`config.mk`:
```
export PLATFORM = sky130hd
export DESIGN_NAME = serial_tx
export DESIGN_NICKNAME = d
export VERILOG_FILES = /design/src/rtl/serial_tx.sv
export SDC_FILE = /design/constraint.sdc
export NUM_CORES = 1
export LEC_CHECK = 0
export CAP_MARGIN = 40
export CELL_PAD_IN_SITES_DETAIL_PLACEMENT = 2
export CELL_PAD_IN_SITES_GLOBAL_PLACEMENT = 2
export CORE_AREA = 2 2 64 66
export DETAILED_ROUTE_END_ITERATION = 7
export DIE_AREA = 0 0 66 68
export PLACE_DENSITY = 0.79
export SKIP_CTS_REPAIR_TIMING = 1
export SLEW_MARGIN = 25
export SYNTH_ARGS = -nofsm -noshare
export SYNTH_HDL_FRONTEND = slang
export SYNTH_SLANG_ARGS = --single-unit
```
`constraint.sdc`:
```
create_clock -name Clk -period 1.54 [get_ports Clk]
set_input_delay 0.308 -clock Clk [delete_from_list [all_inputs] [get_ports Clk]]
set_output_delay 0.308 -clock Clk [all_outputs]
set_load 0.02 [all_outputs]
```
`src/rtl/serial_tx.sv`:
```
// serial_tx: parallel-load, MSB-first serializer with optional even-parity bit.
// A new word can be accepted while idle or during the last bit of a frame, so
// consecutive frames stream out with no idle gap.
module serial_tx #(
   parameter int unsigned WIDTH     = 8,
   parameter int unsigned PARITY_EN = 0
) (
   input  logic             Clk,
   input  logic             Clr,
   input  logic             Load_Valid,
   input  logic [WIDTH-1:0] Data_In,
   output logic             Load_Ready,
   output logic             Sdo,
   output logic             Sdo_Valid,
   output logic             Frame,
   output logic             Done
);

   localparam int unsigned FLEN = WIDTH + PARITY_EN;
   localparam int unsigned CW   = $clog2(FLEN + 1);

   typedef enum logic {IDLE, SHIFT} state_t;

   state_t           state;
   logic [WIDTH-1:0] shreg;
   logic [CW-1:0]    cnt;
   logic [CW-1:0]    cnt_nxt;
   logic             par;
   logic             last_bit;
   logic             accept;

   // Handshake: ready when idle or on the final frame bit, never during Clr.
   always_comb begin
      cnt_nxt    = cnt + CW'(1);
      last_bit   = (state == SHIFT) && (cnt == CW'(FLEN - 1));
      Load_Ready = !Clr && ((state == IDLE) || last_bit);
      accept     = Load_Valid && Load_Ready;
   end

   // Frame sequencer: cnt is the index of the bit currently on Sdo.
   always_ff @(posedge Clk) begin
      if (Clr) begin
         state     <= IDLE;
         shreg     <= '0;
         cnt       <= '0;
         par       <= 1'b0;
         Sdo       <= 1'b0;
         Sdo_Valid <= 1'b0;
         Frame     <= 1'b0;
         Done      <= 1'b0;
      end else if (accept) begin
         state     <= SHIFT;
         shreg     <= {Data_In[WIDTH-2:0], 1'b0};
         cnt       <= '0;
         par       <= Data_In[WIDTH-1];
         Sdo       <= Data_In[WIDTH-1];
         Sdo_Valid <= 1'b1;
         Frame     <= 1'b1;
         Done      <= 1'b0;
      end else if (state == SHIFT) begin
         if (last_bit) begin
            state     <= IDLE;
            shreg     <= '0;
            cnt       <= '0;
            par       <= 1'b0;
            Sdo       <= 1'b0;
            Sdo_Valid <= 1'b0;
            Frame     <= 1'b0;
            Done      <= 1'b0;
         end else begin
            cnt   <= cnt_nxt;
            Frame <= 1'b0;
            Done  <= (cnt_nxt == CW'(FLEN - 1));
            if (cnt_nxt == CW'(WIDTH)) begin
               // Payload exhausted: par now holds the XOR of every payload bit.
               Sdo <= par;
            end else begin
               Sdo   <= shreg[WIDTH-1];
               shreg <= {shreg[WIDTH-2:0], 1'b0};
               par   <= par ^ shreg[WIDTH-1];
            end
         end
      end
   end

endmodule

```
# After elaboration in Yosys (flattened, before gate mapping)
# Cells that the tools add are included.
# W data, S select, Z words.
dict set report totals {
  regBits 18
  in_bits 11
  out_inout_bits 5
  wordCells 50
}
dict set report classes {
  n_addsub 1
  n_eq_ne 5
  muxes 22
  bitwise_logic 2
  reduce_logical 11
}
# cell n
set ops {}
lappend ops {{$mux W8} 4}
lappend ops {{$mux W1} 17}
lappend ops {{$eq A4 B3 Y1 const B} 2}
lappend ops {{$reduce_and A2 Y1} 3}
lappend ops {{$add A4 B1 Y4 const B} 1}
lappend ops {{$eq A4 B4 Y1 const B} 1}
lappend ops {{$mux W4} 1}
lappend ops {{$reduce_bool A2 Y1} 2}
lappend ops {{$logic_and A1 B1 Y1} 3}
lappend ops {{$ne A3 B3 Y1 const B} 1}
lappend ops {{$ne A2 B2 Y1 const B} 1}
lappend ops {{$reduce_or A2 Y1} 1}
lappend ops {{$logic_not A1 Y1} 1}
lappend ops {{$logic_or A1 B1 Y1} 1}
lappend ops {{$not A1 Y1} 1}
lappend ops {{$xor A1 B1 Y1} 1}

# Depth between registers and ports, before layout
# Gate-level depths: netlist of the first run.
dict set report logic_depth {
  word_depth 7
  ltp_mapped 6
  ltp_nobuf 5
}

# Worst setup path after synthesis of the first run
# OpenSTA, ideal clock, no wires.
dict set report synth_timing {
  path_type {reg2out}
  startpoint {register cnt[1]}
  endpoint {output port Load_Ready}
  arrival_ps 1255
  t_required_ps 1232
  path_slack_ps -23
  stages_incl_launch_ff 5
  path_buffers 1
  cell_sequence {dfxtp_1 ha_1 buf_6 nand3b_4 a21oi_1}
}
dict set report synth_between {
  elab_chain_len 4
}
# element line_no
set synth_lines {}
lappend synth_lines {{start: declaration} 26} ;# logic [CW-1:0] cnt;
lappend synth_lines {{start signal: assignment} 71} ;# cnt <= cnt_nxt;
lappend synth_lines {{$eq A4 B3 Y1} 35} ;# last_bit = (state == SHIFT) && (cnt == CW'(FLEN - 1));
lappend synth_lines {{$logic_and A1 B1 Y1} 35}
lappend synth_lines {{$logic_or A1 B1 Y1} 36} ;# Load_Ready = !Clr && ((state == IDLE) || last_bit);
lappend synth_lines {{$logic_and A1 B1 Y1} 36}
lappend synth_lines {{end: declaration} 12} ;# output logic Load_Ready,
# No other way between the ends.

# Worst setup path after layout of the first run
dict set report layout_timing {
  startpoint {register Frame}
  endpoint {output port Frame}
}
# element line_no
set layout_rtl {}
lappend layout_rtl {{start: declaration} 15} ;# output logic Frame,
lappend layout_rtl {{start signal: assignment} 49} ;# Frame <= 1'b0;
lappend layout_rtl {{start signal: assignment} 58} ;# Frame <= 1'b1;
lappend layout_rtl {{start signal: assignment} 68} ;# Frame <= 1'b0;
# No word-level cell between the ends.

==> results.yml, run 1 <==
timing:
  max_freq_ghz: 0.6682
  hold_ws_ns: 0.4614
  worst_pin_slew_ns: 0.2615
  skew_ns: 0.004357
  drv_slew: 0
  final-hold-violation-count: 0
  min_period_ns: 1.497
  period_share_pct: 97.18
  rsz0062_at_grt: "yes"
  setup_viol: 0
  slew_headroom_pct: 82.57
synth:
  yosysTopAreaCell: "dfxtp_1"
  ys_warn_count: 0
  ys_top_cells_by_count: "nand2_1 (18), dfxtp_1 (17), nor2_1 (14)"
  ys_types: 40
  synth_nets: 126
  ys_seq_elements: 17
  synth.area.top_cells: "dfxtp_1 (34%), a211oi_2 (8.7%), nand2_1 (6.7%)"
  yosys.cell_count.top_type: "nand2_1"
  postSynthCellCount: 113
  postSynthAreaPerCell_um2: 8.936
  async_flop_share_pct: 0
  yosysSeqAreaShare_pct: 33.71
  ys.flop_type: "dfxtp_1"
  synth.top_cell.area_share_pct: 33.71
  synth-edff-count: 0
  mappedNetlistArea_um2: 1010
global_route:
  busiest_layer: "met2"
  gr-total-overflow: 0
  grt_first_pass_wirelength_um: 5050
  grt_usage_pct: 15.47
  antenna_found_initial: 0
  grt_pass1_vias: 1012
  grt_max_degree: 12
  met3_usage_pct: 3.454
  use_met1_pct: 15.14
  use_met2_pct: 32.07
layout:
  fillers: 451
  area_growth_pct: 37.17
  finalNonFillerCells: 189
  fin_nets: 153
  diodes: 0
  drive_above_1_share_pct: 32.37
pwr:
  sequentialPowerShare_pct: 44.3
  power.density_nw_per_um2: 806.1
  p_int_uw: 778.6
  peakVddDrop_v: 0.0004346
  p_leak_nw: 0.6090
  share_comb_of_total_power_pct: 23.3
  p_clk_share_pct: 32.4
  swShare_pct: 30.26
  switching_power_uw: 337.9
clocking:
  clockBufferDepth: 2
  cts_buffers: 3
  cts_tree: "yes"
  insertion_delay_ns: 0.27
  cts_root_buf: "clkbuf_8"
  cts-htree-levels: 1
  clkSlewWorstSetupHoldPaths_ns: 0.08
  cts_sinks: 17
drt:
  wl_per_cell_um: 16.74
  wirelength_um: 3164
  antenna_left: 0
  vias: 932
  via_per_inst: 4.931
  drc: 0
  drt_iter0_markers: 23
  first_pass_iters: 4
critical_path:
  cpPeakStageDelay_ns: 0.60
  arrival_ns: 1.19
  slowest_stage: "clkdlybuf4s50_1"
  crit_type: "reg -> out"
  endpoint_kind: "output port"
  timing.rr.end: "shreg[3]"
  critical_path_buf_inv_count: 1
  r2r_start: "cnt[1]"
  critPathTopFamily: "buffers and inverters"
  path_max_fanout: 2
  crit_required_ns: 1.23
  worstSetupStartpointType: "flip-flop"
  rr_worst_depth: 7
  ff2ff_setup_slack_ns: 0.08
  crit_chain: "clkdlybuf4s50_1"
floorplan:
  core.rowCount: 23
  initial_utilization_pct: 26.18
  die_w_um: 66
  die_height_um: 68
  core_um2: 3856
  dieArea_um2: 4488
  ios: 16
min_path:
  hold_end: "cnt[0]"
  hp-class: "in -> reg"
  worstHoldStart: "Clr"
  min_path_cells: 3
outcome:
  status: "finished clean"
place:
  place_hpwl_um: 2283
  portBuffers: 15
  gp_congestion: 0.7944
  dp_cells: 183
job:
  max_cap_violations: 0
## power by group through the flow
stage | Sequential [mW] | Clock, mW | Combinational [mW]
global route | 0.500 | 0.393 | 0.281
CTS | 0.493 | 0.375 | 0.241
finish | 0.495 | 0.361 | 0.260
floorplan | 0.508 | 0 | 0.134
detailed placement | 0.503 | 0 | 0.237
global placement | 0.500 | 0 | 0.225
## per-stage QoR
step	util [%]	TNS [ns]	area (um^2)	setup slack, ns	power [mW]
2_1_floorplan	-	0	1013	0.01575	0.6428
5_1_grt	35.92	0	1385	0.007321	1.174
6_report	35.92	0	1385	0.04337	1.116
4_1_cts	33.94	-0.9022	1309	-0.5138	1.109
3_3_place_gp	32.74	-2.588	1262	-0.2886	0.7257
3_5_place_dp	32.74	-2.986	1262	-0.3375	0.7410
## per-layer routing
layer / vias to the layer above / share of wire [%]
met5: - / 0
met4: 0 / 1.1
met3: 5 / 3.1
met2: 13 / 55
met1: 461 / 40
li1: 453 / -
## logic make-up (layout without fill, tap and decap cells)
group	after synthesis	count (layout)	synth area share [%]
fa+ha+maj	2	2	2.478
compound gates	35	36	29.62
buf+inv	9	34	6.442
xor+xnor	1	1	0.8676
flops	17	17	33.71
mux	2	2	2.107
simple gates	47	47	24.78
## layout make-up
type / instances / area (um^2) / area share, %
multi-input cells: 88 / 643.1 / 46.43
flip-flops and latches: 17 / 342.8 / 24.75
repair buffers: 29 / 286.5 / 20.69
well taps: 50 / 62.56 / 4.517
clock buffers: 3 / 41.29 / 2.981
clock inverters: 1 / 5.005 / 0.3613
inverters: 1 / 3.754 / 0.2710
## worst max path at each step
stage / to / slack (ns) / cells past startpoint / startpoint
finish: Frame / 0.04 / 1 / Frame
global route: Load_Ready / 0.007 / 4 / cnt[1]
CTS: Load_Ready / -0.51 / 4 / cnt[1]
detailed placement: Load_Ready / -0.34 / 3 / Clr
global placement: Load_Ready / -0.29 / 3 / Clr
floorplan: shreg[2] / 0.02 / 6 / cnt[1]
## state kept, by name, summed over array words and instances (netlist names)
| signal | flops |
|---|---|
| cnt | 4 |
| Sdo_Valid | 1 |
| Sdo | 1 |
| shreg | 7 |
| Done | 1 |
| Frame | 1 |
| par | 1 |
| state | 1 |
## layout by cell type, fill, tap and decap left out, types with 2 or more instances in the layout
| master | n |
|---|---|
| o21ai_2 | 4 |
| nand2_1 | 18 |
| dlymetal6s2s_1 | 4 |
| dfxtp_2 | 2 |
| nand3b_4 | 2 |
| o21ai_0 | 3 |
| buf_6 | 3 |
| a211oi_2 | 7 |
| a31oi_1 | 2 |
| a21oi_2 | 3 |
| nor3b_1 | 2 |
| nand2b_1 | 2 |
| a21oi_1 | 6 |
| buf_4 | 11 |
| clkbuf_8 | 3 |
| clkdlybuf4s50_1 | 10 |
| dfxtp_1 | 15 |
| nor2_1 | 14 |
| o21ai_1 | 3 |
Power figures use the tool's default switching activity.
==> run 2: changes to the inputs <==
Settings changed: CAP_MARGIN 40 to unset, PLACE_DENSITY 0.79 to unset, PLACE_DENSITY_LB_ADDON set to 0.1.
==> run 2 against run 1 <==
Compared with the run above: via count rose by 1.4%; critical path type unchanged; wire length is 9.3% lower; maximum frequency grew 3.3%; critical path depth up 3; highest routed layer unchanged; clock-buffer cell count is the same; power about the same; setup slack better by 0.047 ns; non-clock buffer count is 3 higher; hold slack improved by 0.023 ns; clock power about the same; final area increased by 1.4%.
==> results.yml, run 2 (synthesized netlist as in run 1, its figures left out) <==
drt:
  drt_iter0_markers: 36
  wl_per_cell_um: 15.03
  drc: 0
  first_pass_iters: 2
  wirelength_um: 2871
  via_per_inst: 4.948
  antenna_left: 0
  vias: 945
global_route:
  grt_first_pass_wirelength_um: 4754
  grt_usage_pct: 14.43
  gr-total-overflow: 0
  grt_max_degree: 21
  grt_pass1_vias: 1022
  antenna_found_initial: 0
layout:
  multi_input_area_um2: 631.9
  ff_latch_area_um2: 342.8
  largest-register: "shreg"
  final_common_cell: "nand2_1"
  layout_common_cells: "nand2_1 (18), dfxtp_1 (15), buf_4 (15)"
  final_core_util_pct: 36.40
  fillers: 443
  finalNonFillerCells: 191
  area_growth_pct: 39.03
  reg_top3: "shreg (7), cnt (4)"
  fin_nets: 155
  final_area_um2: 1404
  drive_above_1_share_pct: 31.91
  diodes: 0
  largest_reg_flops: 7
critical_path:
  worstSetupStartpoint: "cnt[0]"
  cpPeakStageDelay_ns: 0.35
  path_max_fanout: 2
  r2r_start: "cnt[1]"
  ff2ff_setup_slack_ns: 0.10
  worstSetupStartpointType: "flip-flop"
  rr_worst_depth: 7
  crit_type: "reg -> out"
  endpoint_kind: "output port"
  critical_path_buf_inv_count: 1
  crit_required_ns: 1.23
  crit_cells: 4
  arrival_ns: 1.14
  critPathTopFamily: "flip-flops"
  timing.rr.end: "shreg[5]"
  worstSetupEndpoint: "Load_Ready"
  crit_chain: "ha_4, nand3b_4, a21oi_2, buf_4"
  slowest_stage: "dfxtp_2"
timing:
  rsz0062_at_grt: "no"
  worst_pin_slew_ns: 0.2512
  final-hold-violation-count: 0
  drv_slew: 0
  min_period_ns: 1.449
  setup_ws_ns: 0.09054
  slew_headroom_pct: 83.22
  hold_ws_ns: 0.4842
  max_freq_ghz: 0.6899
  skew_ns: 0.008477
  period_share_pct: 94.12
  setup_viol: 0
outcome:
  status: "finished clean"
clocking:
  clockBufferDepth: 2
  cts-htree-levels: 1
  clkSlewWorstSetupHoldPaths_ns: 0.08
  cts_buffers: 3
  cts_tree: "yes"
  cts_sinks: 17
  cts_root_buf: "clkbuf_8"
  insertion_delay_ns: 0.27
job:
  max_cap_violations: 0
floorplan:
  initial_utilization_pct: 26.18
  ios: 16
  die_w_um: 66
  dieArea_um2: 4488
  core_um2: 3856
  die_height_um: 68
  core.rowCount: 23
place:
  dp_cells: 183
  dpl_worst_slack_ns: -0.2608
  place_hpwl_um: 2120
  placed_area_um2: 1275
  portBuffers: 15
  gp_congestion: 0.6903
min_path:
  hp-class: "reg -> reg"
  min_path_cells: 2
pwr:
  peakVddDrop_v: 0.0005544
  power.density_nw_per_um2: 795.6
  p_leak_nw: 0.6299
-- run 2: changes by cell type in the layout (fill, tap and decap cells not counted), sizes merged --
cell      previous run  this run
buf                 15        18
a21oi               10         9
clkinvlp             0         1
clkinv               1         0
-- run 2: how the worst min path moves through the flow --
stage | from | to | slack (ns)
detailed placement | shreg[1] | shreg[1] | 0.48
global route | shreg[1] | shreg[1] | 0.52
global placement | shreg[1] | shreg[1] | 0.46
floorplan | shreg[1] | shreg[1] | 0.45
finish | shreg[1] | shreg[1] | 0.48
CTS | shreg[1] | shreg[1] | 0.49
-- run 2: layout make-up --
type	count	share of cell area, %
clock buffer	3	2.941
tap	50	4.456
sequential	17	24.42
multi-input combinational	87	45.01
clock inverter	1	0.5348
timing repair buffer	32	22.37
inverter	1	0.2674
-- run 2: tightest hold or removal path: stages (launching register included) --
cell and delay (ns):
dfxtp_1 0.32, nand2b_1 0.07, a21oi_1 0.06
-- run 2: metrics by stage --
step	TNS (ns)	total power, mW
6_report	0	1.117
5_1_grt	0	1.175
4_1_cts	-0.7606	1.124
3_5_place_dp	-2.481	0.7443
3_3_place_gp	-2.098	0.7368
2_1_floorplan	0	0.6428
-- run 2: power by group --
group          total [mW]  leakage (nW)  switching [mW]  internal, mW
Clock               0.364        0.0217           0.182         0.183
Combinational       0.259         0.468           0.125         0.133
Sequential          0.494         0.141          0.0231         0.471
-- run 2: metal layers --
metal  wire length, um  share of wire, %  up-vias  global-route usage (%)
met5                 0                 0        -                       0
met4                78               2.7        0                   6.633
met3                90               3.1        8                   4.112
met2              1489                52       17                   26.64
met1              1213                42      463                   15.25
li1                  -                 -      457                       -
